`config.mk`:
```
export PLATFORM = sky130hd
export DESIGN_NAME = lsu_flat
export DESIGN_NICKNAME = d
export VERILOG_FILES = /design/src/rtl/lsu_pkg.sv /design/src/rtl/lsu_if.sv /design/src/rtl/lsu_align.sv /design/src/rtl/lsu.sv /design/src/flat_wrapper.sv
export SDC_FILE = /design/constraint.sdc
export NUM_CORES = 1
export LEC_CHECK = 0
export BUFFER_PORTS_ARGS = -buffer_cell sky130_fd_sc_hd__buf_2
export CORE_ASPECT_RATIO = 1.5
export CORE_MARGIN = 2
export CORE_UTILIZATION = 40
export DETAILED_ROUTE_END_ITERATION = 7
export SYNTH_ARGS = -nofsm -noshare
export SYNTH_HDL_FRONTEND = slang
export SYNTH_SLANG_ARGS = --single-unit
```
`constraint.sdc`:
```
create_clock -name clk -period 5.15 [get_ports clk]
set_input_delay 0.515 -clock clk [delete_from_list [all_inputs] [get_ports clk]]
set_output_delay 0.515 -clock clk [all_outputs]
set_load 0.01 [all_outputs]
```
`src/rtl/lsu_pkg.sv`:
```
// Shared types for the load/store unit: FSM states, RV32I funct3 codes and lane mask width.
// No logic of its own; the helpers are pure combinational decodes of a request.
// Backpressure is not applicable here.
package lsu_pkg;

    typedef enum logic [2:0] {
        S_IDLE,
        S_READ,
        S_WAIT,
        S_WRITE,
        S_RESP
    } state_t;

    localparam logic [2:0] F3_B  = 3'b000;
    localparam logic [2:0] F3_H  = 3'b001;
    localparam logic [2:0] F3_W  = 3'b010;
    localparam logic [2:0] F3_BU = 3'b100;
    localparam logic [2:0] F3_HU = 3'b101;

    localparam int LANE_W = 4;

    function automatic logic f3_illegal(input logic we, input logic [2:0] f3);
        if (we)
            return f3[2] | (f3[1:0] == 2'b11);
        return (f3 == 3'b011) | (f3 == 3'b110) | (f3 == 3'b111);
    endfunction

    function automatic logic f3_misaligned(input logic [2:0] f3, input logic [1:0] a);
        return ((f3[1:0] == 2'b01) && a[0]) || ((f3[1:0] == 2'b10) && (a != 2'b00));
    endfunction

endpackage

```
`src/rtl/lsu_if.sv`:
```
// Core-side request/response and data-memory signals of the load/store unit.
// slave = the lsu itself; master = the core plus data memory driving it.
// Requests wait on req_ready; responses and memory strobes have no backpressure.
interface lsu_if;
    logic        req_valid;
    logic        req_ready;
    logic        req_we;
    logic [2:0]  req_funct3;
    logic [31:0] req_addr;
    logic [31:0] req_wdata;
    logic        resp_valid;
    logic [31:0] resp_rdata;
    logic        resp_fault;
    logic        dmem_load;
    logic        dmem_store;
    logic [31:0] dmem_addr;
    logic [31:0] dmem_wdata;
    logic [31:0] dmem_rdata;

    modport slave (
        input  req_valid, req_we, req_funct3, req_addr, req_wdata, dmem_rdata,
        output req_ready, resp_valid, resp_rdata, resp_fault,
               dmem_load, dmem_store, dmem_addr, dmem_wdata
    );

    modport master (
        output req_valid, req_we, req_funct3, req_addr, req_wdata, dmem_rdata,
        input  req_ready, resp_valid, resp_rdata, resp_fault,
               dmem_load, dmem_store, dmem_addr, dmem_wdata
    );
endinterface

```
`src/rtl/lsu_align.sv`:
```
// Sub-word lane logic: load extract/extend and byte/halfword store merge into a read word.
// Purely combinational, zero latency.
// No backpressure; the caller samples the outputs when it needs them.
module lsu_align
    import lsu_pkg::*;
(
    input  logic [2:0]  funct3,
    input  logic [1:0]  addr_lo,
    input  logic [31:0] rdata,
    input  logic [31:0] wdata,
    output logic [31:0] load_data,
    output logic [31:0] merge_data
);

    logic [1:0]        off;
    logic [LANE_W-1:0] mask;
    logic [31:0]       repl;
    logic [31:0]       shifted;

    always_comb begin
        off        = 2'b00;
        mask       = '1;
        repl       = wdata;
        shifted    = rdata;
        load_data  = '0;
        merge_data = rdata;

        // Misaligned halfwords/words are force-aligned by ignoring the low offset bits.
        case (funct3[1:0])
            2'b00: begin
                off  = addr_lo;
                mask = LANE_W'(1) << addr_lo;
                repl = {4{wdata[7:0]}};
            end
            2'b01: begin
                off  = {addr_lo[1], 1'b0};
                mask = LANE_W'(3) << {addr_lo[1], 1'b0};
                repl = {2{wdata[15:0]}};
            end
            default: begin
                off  = 2'b00;
                mask = '1;
                repl = wdata;
            end
        endcase

        shifted = rdata >> {off, 3'b000};

        case (funct3)
            F3_B:    load_data = {{24{shifted[7]}}, shifted[7:0]};
            F3_BU:   load_data = {24'h0, shifted[7:0]};
            F3_H:    load_data = {{16{shifted[15]}}, shifted[15:0]};
            F3_HU:   load_data = {16'h0, shifted[15:0]};
            default: load_data = shifted;
        endcase

        for (int i = 0; i < LANE_W; i++) begin
            if (mask[i])
                merge_data[8*i +: 8] = repl[8*i +: 8];
        end
    end

endmodule

```
`src/rtl/lsu.sv`:
```
// RV32I load/store unit: one request at a time, read-modify-write for SB/SH on a word-only memory.
// Latency: fault 1, SW 2, loads 3, SB/SH 4 cycles; LSU_MISALIGN_TRAP_EN turns misaligned accesses into faults.
// req_ready is high only in IDLE; responses and memory strobes are single-cycle pulses with no backpressure.
module lsu
    import lsu_pkg::*;
(
    input  logic  clk,
    input  logic  rst_n,
    lsu_if.slave  bus
);

    state_t      state;
    logic        we_q;
    logic [2:0]  f3_q;
    logic [31:0] addr_q;
    logic [31:0] wdata_q;

    logic        dmem_load_q;
    logic        dmem_store_q;
    logic        addr_act_q;
    logic [31:0] dmem_wdata_q;
    logic        resp_valid_q;
    logic        resp_fault_q;
    logic [31:0] resp_rdata_q;

    logic [31:0] load_data;
    logic [31:0] merge_data;
    logic        mis;
    logic        fault_in;

`ifdef LSU_MISALIGN_TRAP_EN
    assign mis = f3_misaligned(bus.req_funct3, bus.req_addr[1:0]);
`else
    assign mis = 1'b0;
`endif

    assign fault_in = f3_illegal(bus.req_we, bus.req_funct3) | mis;

    lsu_align u_align (
        .funct3     (f3_q),
        .addr_lo    (addr_q[1:0]),
        .rdata      (bus.dmem_rdata),
        .wdata      (wdata_q),
        .load_data  (load_data),
        .merge_data (merge_data)
    );

    always_ff @(posedge clk or negedge rst_n) begin
        if (!rst_n) begin
            state        <= S_IDLE;
            we_q         <= 1'b0;
            f3_q         <= '0;
            addr_q       <= '0;
            wdata_q      <= '0;
            dmem_load_q  <= 1'b0;
            dmem_store_q <= 1'b0;
            addr_act_q   <= 1'b0;
            dmem_wdata_q <= '0;
            resp_valid_q <= 1'b0;
            resp_fault_q <= 1'b0;
            resp_rdata_q <= '0;
        end else begin
            dmem_load_q  <= 1'b0;
            dmem_store_q <= 1'b0;
            resp_valid_q <= 1'b0;
            resp_fault_q <= 1'b0;
            resp_rdata_q <= '0;
            case (state)
                S_IDLE: begin
                    if (bus.req_valid) begin
                        we_q    <= bus.req_we;
                        f3_q    <= bus.req_funct3;
                        addr_q  <= bus.req_addr;
                        wdata_q <= bus.req_wdata;
                        if (fault_in) begin
                            state        <= S_RESP;
                            resp_valid_q <= 1'b1;
                            resp_fault_q <= 1'b1;
                        end else if (bus.req_we && (bus.req_funct3 == F3_W)) begin
                            state        <= S_WRITE;
                            dmem_store_q <= 1'b1;
                            addr_act_q   <= 1'b1;
                            dmem_wdata_q <= bus.req_wdata;
                        end else begin
                            state       <= S_READ;
                            dmem_load_q <= 1'b1;
                            addr_act_q  <= 1'b1;
                        end
                    end
                end
                S_READ: state <= S_WAIT;
                S_WAIT: begin
                    if (we_q) begin
                        state        <= S_WRITE;
                        dmem_store_q <= 1'b1;
                        dmem_wdata_q <= merge_data;
                    end else begin
                        state        <= S_RESP;
                        addr_act_q   <= 1'b0;
                        resp_valid_q <= 1'b1;
                        resp_rdata_q <= load_data;
                    end
                end
                S_WRITE: begin
                    state        <= S_RESP;
                    addr_act_q   <= 1'b0;
                    dmem_wdata_q <= '0;
                    resp_valid_q <= 1'b1;
                end
                S_RESP:  state <= S_IDLE;
                default: state <= S_IDLE;
            endcase
        end
    end

    assign bus.req_ready  = (state == S_IDLE);
    assign bus.dmem_load  = dmem_load_q;
    assign bus.dmem_store = dmem_store_q;
    assign bus.dmem_addr  = addr_act_q ? {addr_q[31:2], 2'b00} : 32'h0;
    assign bus.dmem_wdata = dmem_wdata_q;
    assign bus.resp_valid = resp_valid_q;
    assign bus.resp_fault = resp_fault_q;
    assign bus.resp_rdata = resp_rdata_q;

endmodule
```
`src/flat_wrapper.sv`:
```
// flat-port wrapper written by rule: the top's interface ports become plain ports
module lsu_flat import lsu_pkg::*;
  (clk, rst_n, bus_req_valid, bus_req_we, bus_req_funct3, bus_req_addr, bus_req_wdata, bus_dmem_rdata, bus_req_ready, bus_resp_valid, bus_resp_rdata, bus_resp_fault, bus_dmem_load, bus_dmem_store, bus_dmem_addr, bus_dmem_wdata);
  lsu_if bus_i ();
  input  logic clk;
  input  logic rst_n;
  input wire logic [$bits(bus_i.req_valid)-1:0] bus_req_valid;
  input wire logic [$bits(bus_i.req_we)-1:0] bus_req_we;
  input wire logic [$bits(bus_i.req_funct3)-1:0] bus_req_funct3;
  input wire logic [$bits(bus_i.req_addr)-1:0] bus_req_addr;
  input wire logic [$bits(bus_i.req_wdata)-1:0] bus_req_wdata;
  input wire logic [$bits(bus_i.dmem_rdata)-1:0] bus_dmem_rdata;
  output wire logic [$bits(bus_i.req_ready)-1:0] bus_req_ready;
  output wire logic [$bits(bus_i.resp_valid)-1:0] bus_resp_valid;
  output wire logic [$bits(bus_i.resp_rdata)-1:0] bus_resp_rdata;
  output wire logic [$bits(bus_i.resp_fault)-1:0] bus_resp_fault;
  output wire logic [$bits(bus_i.dmem_load)-1:0] bus_dmem_load;
  output wire logic [$bits(bus_i.dmem_store)-1:0] bus_dmem_store;
  output wire logic [$bits(bus_i.dmem_addr)-1:0] bus_dmem_addr;
  output wire logic [$bits(bus_i.dmem_wdata)-1:0] bus_dmem_wdata;
  assign bus_i.req_valid = bus_req_valid;
  assign bus_i.req_we = bus_req_we;
  assign bus_i.req_funct3 = bus_req_funct3;
  assign bus_i.req_addr = bus_req_addr;
  assign bus_i.req_wdata = bus_req_wdata;
  assign bus_i.dmem_rdata = bus_dmem_rdata;
  assign bus_req_ready = bus_i.req_ready;
  assign bus_resp_valid = bus_i.resp_valid;
  assign bus_resp_rdata = bus_i.resp_rdata;
  assign bus_resp_fault = bus_i.resp_fault;
  assign bus_dmem_load = bus_i.dmem_load;
  assign bus_dmem_store = bus_i.dmem_store;
  assign bus_dmem_addr = bus_i.dmem_addr;
  assign bus_dmem_wdata = bus_i.dmem_wdata;
  lsu u_core (.clk(clk), .rst_n(rst_n), .bus(bus_i));
endmodule
```
==> results.sh <==
export IMPL_die_w_um=111
export IMPL_first_pass_iters=5
export IMPL_numCtsBuffers=17
export IMPL_dieArea_mm2=0.0184
export IMPL_critPathLaunchType="flop"
export IMPL_cp_max_fo=54
export IMPL_use_met1_pct=28.4
export IMPL_maxCapViolCount=0
export IMPL_p_sw_mw=2.27
export IMPL_grt_pass1_wl_um=33200
export IMPL_rows=58
export IMPL_status="completed"
export IMPL_ys_types=49
export IMPL_cts_resized=0
export IMPL_grt_pass1_vias=5992
export IMPL_min_path_type="input port to async pin"
export IMPL_path_class="flop to flop"
export IMPL_synthAdderAreaFrac_pct=0
export IMPL_fin_crit_ns=2.67
export IMPL_cts_tree="yes"
export IMPL_setup_tns_ns=0
export IMPL_worst_pin_slew_ns=1.06
export IMPL_synth_top_area_share_pct=50.6
export IMPL_clkTransAtPathRegs_ns=0.06
export IMPL_dr_total_vias=6037
export IMPL_clkPwrFrac_pct=23.2
export IMPL_synthTopCellsByArea="dfrtp_1 (51%), nand2_1 (13%), mux2i_1 (4.3%), a21oi_1 (3.8%), and2_1 (2.8%)"
export IMPL_synth_top_family_by_area="simple AND/OR/NAND/NOR gates"
export IMPL_intPower_mw=3.40
export IMPL_coreArea_mm2=0.0168
export IMPL_ys_warnings_count=0
export IMPL_ant_nets=0
export IMPL_cts_sinks=140
export IMPL_syn_to_final_growth_pct=24.6
export IMPL_cts_hold_buffers=0
export IMPL_min_period_over_period_pct=51.8
export IMPL_die_y_um=165
export IMPL_synth_area_leader_cell="dfrtp_1"
export IMPL_final_hold_viol_count=0
export IMPL_n_fill_cell=1647
export IMPL_grtUsageMet2_pct=40.1
export IMPL_postSynthCellCount=747
export IMPL_root_buffer="clkbuf_16"
export IMPL_routed_wirelength_um=21500
export IMPL_place_congestion=0.919
export IMPL_drive_above_1_share_pct=31.4
export IMPL_synth_compound_area_share_pct=14.6
export IMPL_yosysSeqAreaShare_pct=50.6
export IMPL_yosys_area_share_simple_pct=20.4
export IMPL_wl_per_cell_um=18.8
export IMPL_via_per_inst=5.29
export IMPL_setup_viol_count_final=0
export IMPL_cts_htree_levels=4
export IMPL_nNetsFinal=1022
export IMPL_synth_edf_count=0
export IMPL_skew_ns=0.00961
export IMPL_worstPathRequired_ns=5.46
export IMPL_grt_start_max_net_pins=104
export IMPL_clock_fmax_mhz=375
export IMPL_combPwrFrac_pct=41.9
export IMPL_initial_utilization_pct=41.1
export IMPL_num_io_pins=204
export IMPL_synthArstFlopShare_pct=100
export IMPL_drc_errors=0
export IMPL_grt_met3_usage_pct=4.78
export IMPL_clkLatencyLatePin_ns=0.41
export IMPL_cts_setup_buffers=0
export IMPL_synthFlopType="dfrtp_1"
export IMPL_power_mw=5.67
export IMPL_grt_use_total_pct=23.2
export IMPL_pwr_share_seq_pct=34.9
export IMPL_slew_violations=0
export IMPL_synth_area_per_cell_um2=9.27
export IMPL_top_usage_layer="met2"
export IMPL_end_kind="flop"
export IMPL_cts_path_max_buffers=2
export IMPL_synth_seq_cells=140
export IMPL_slew_limit_headroom_pct=29.6
export IMPL_n_antenna_cell=0
export IMPL_switching_share_pct=40.0
export IMPL_synthMuxAreaShare_pct=9.21
export IMPL_p_per_area_mw_per_mm2=657
export IMPL_synthXorXnorAreaFrac_pct=0
export IMPL_rsz0062_at_grt="false"
export IMPL_vdd_ir_drop_max_mv=0.311
export IMPL_crit_arrival_ns=2.97
export IMPL_grt_overflow=0
export IMPL_drt_initial_drc_count=351
export IMPL_hold_ws_ns=0.187
export IMPL_p_leak_nw=4.47
export IMPL_netlist_area_mm2=0.00693
export IMPL_antenna_found_initial=0
export IMPL_io_buffer_count=201
export IMPL_hpwl_um=15400
## layer usage
| layer | vias to the layer above | share of wire [%] |
|---|---|---|
| met4 | 0 | 3.4 |
| met3 | 38 | 5.9 |
| met1 | 2904 | 40 |
| li1 | 2850 | - |
| met5 | - | 0 |
| met2 | 245 | 51 |
## cell usage in the layout, fill, tap and decap left out, drive strengths merged, types with 4 or more instances in the layout
master,count
a21oi,69
a221oi,8
a22o,4
a22oi,4
a2bb2oi,9
and2,31
buf,209
bufinv,4
clkbuf,21
clkinv,7
dfrtp,140
inv,19
mux2,16
mux2i,30
mux4,7
nand2,232
nand3,9
nor2,33
nor2b,8
o211ai,9
o21ai,12
o22ai,25
## logic make-up after synthesis
family | Yosys count
and+or+nand+nor | 327
muxes | 53
other | 1
buffers and inverters | 77
DFF | 140
AOI/OAI and AO/OA | 149
## power by group through the flow
stage               sequential, mW  combinational, mW  clock (mW)
floorplan                     1.84               1.76           0
global placement              1.98               2.37           0
detailed placement            1.99               2.40           0
CTS                           1.98               2.40        1.34
global route                  2.04               2.64        1.39
finish                        1.98               2.37        1.32
## cells in the mapped netlist, types with 7 or more instances
cell and n:
a21oi_1 52, a21oi_2 17, a221oi_1 8, a2bb2oi_1 8
and2_1 31, buf_1 9, buf_2 15, buf_4 9
clkbuf_1 22, dfrtp_1 140, inv_1 18, mux2_2 16
mux2i_1 30, mux4_2 7, nand2_1 232, nand3_1 9
nor2_1 32, nor2b_1 8, o211ai_1 8, o21ai_0 11
o22ai_1 24
## worst paths after layout
kind                                   start                        end  slack [ns]  cells past startpoint
setup / recovery              u_core.f3_q[1]   u_core.bus.resp_rdata[7]        2.48                      4
hold / removal                         rst_n  u_core.bus.dmem_wdata[18]        0.19                      1
setup reg to reg              u_core.f3_q[1]   u_core.bus.resp_rdata[7]        2.48                      4
hold reg to reg            u_core.addr_q[30]          u_core.addr_q[30]        0.46                      2
max in group asynchronous              rst_n   u_core.bus.dmem_wdata[2]        3.87                      2
min in group clk             bus_req_addr[5]           u_core.addr_q[5]        0.29                      3
## state kept, by name, summed over array words and instances, names as in the netlist
signal,flops
u_core.bus.dmem_store,1
u_core.f3_q,3
u_core.wdata_q,32
u_core.addr_q,32
u_core.we_q,1
u_core.bus.dmem_load,1
u_core.bus.dmem_wdata,32
u_core.addr_act_q,1
u_core.bus.resp_fault,1
u_core.bus.resp_rdata,32
u_core.bus.resp_valid,1
u_core.state,3
## layout make-up
type | instances | area (um2) | area share, %
clock inverter | 11 | 165 | 1.91
sequential | 140 | 3500 | 40.6
inverter | 20 | 75.1 | 0.870
timing repair buffer | 209 | 1070 | 12.4
multi-input combinational | 531 | 3080 | 35.7
clock buffer | 21 | 470 | 5.45
tap | 210 | 263 | 3.04
## stage by stage
stage               std cells  instance area (um2)  setup WS (ns)  util (%)
floorplan                 748                 6930           3.47         -
global placement         1110                 8000           2.58      47.5
detailed placement       1110                 8000           2.52      47.5
CTS                      1142                 8630           2.51      51.3
global route             1142                 8630           2.31      51.3
finish                   1142                 8630           2.48      51.3
## critical path, stage by stage, from the launching register on
cell and delay (ns):
dfrtp_2 1.06, inv_2 0.16, nand2_1 0.56, o22ai_2 0.49, a211oi_1 0.30
Power figures use the tool's default switching activity.
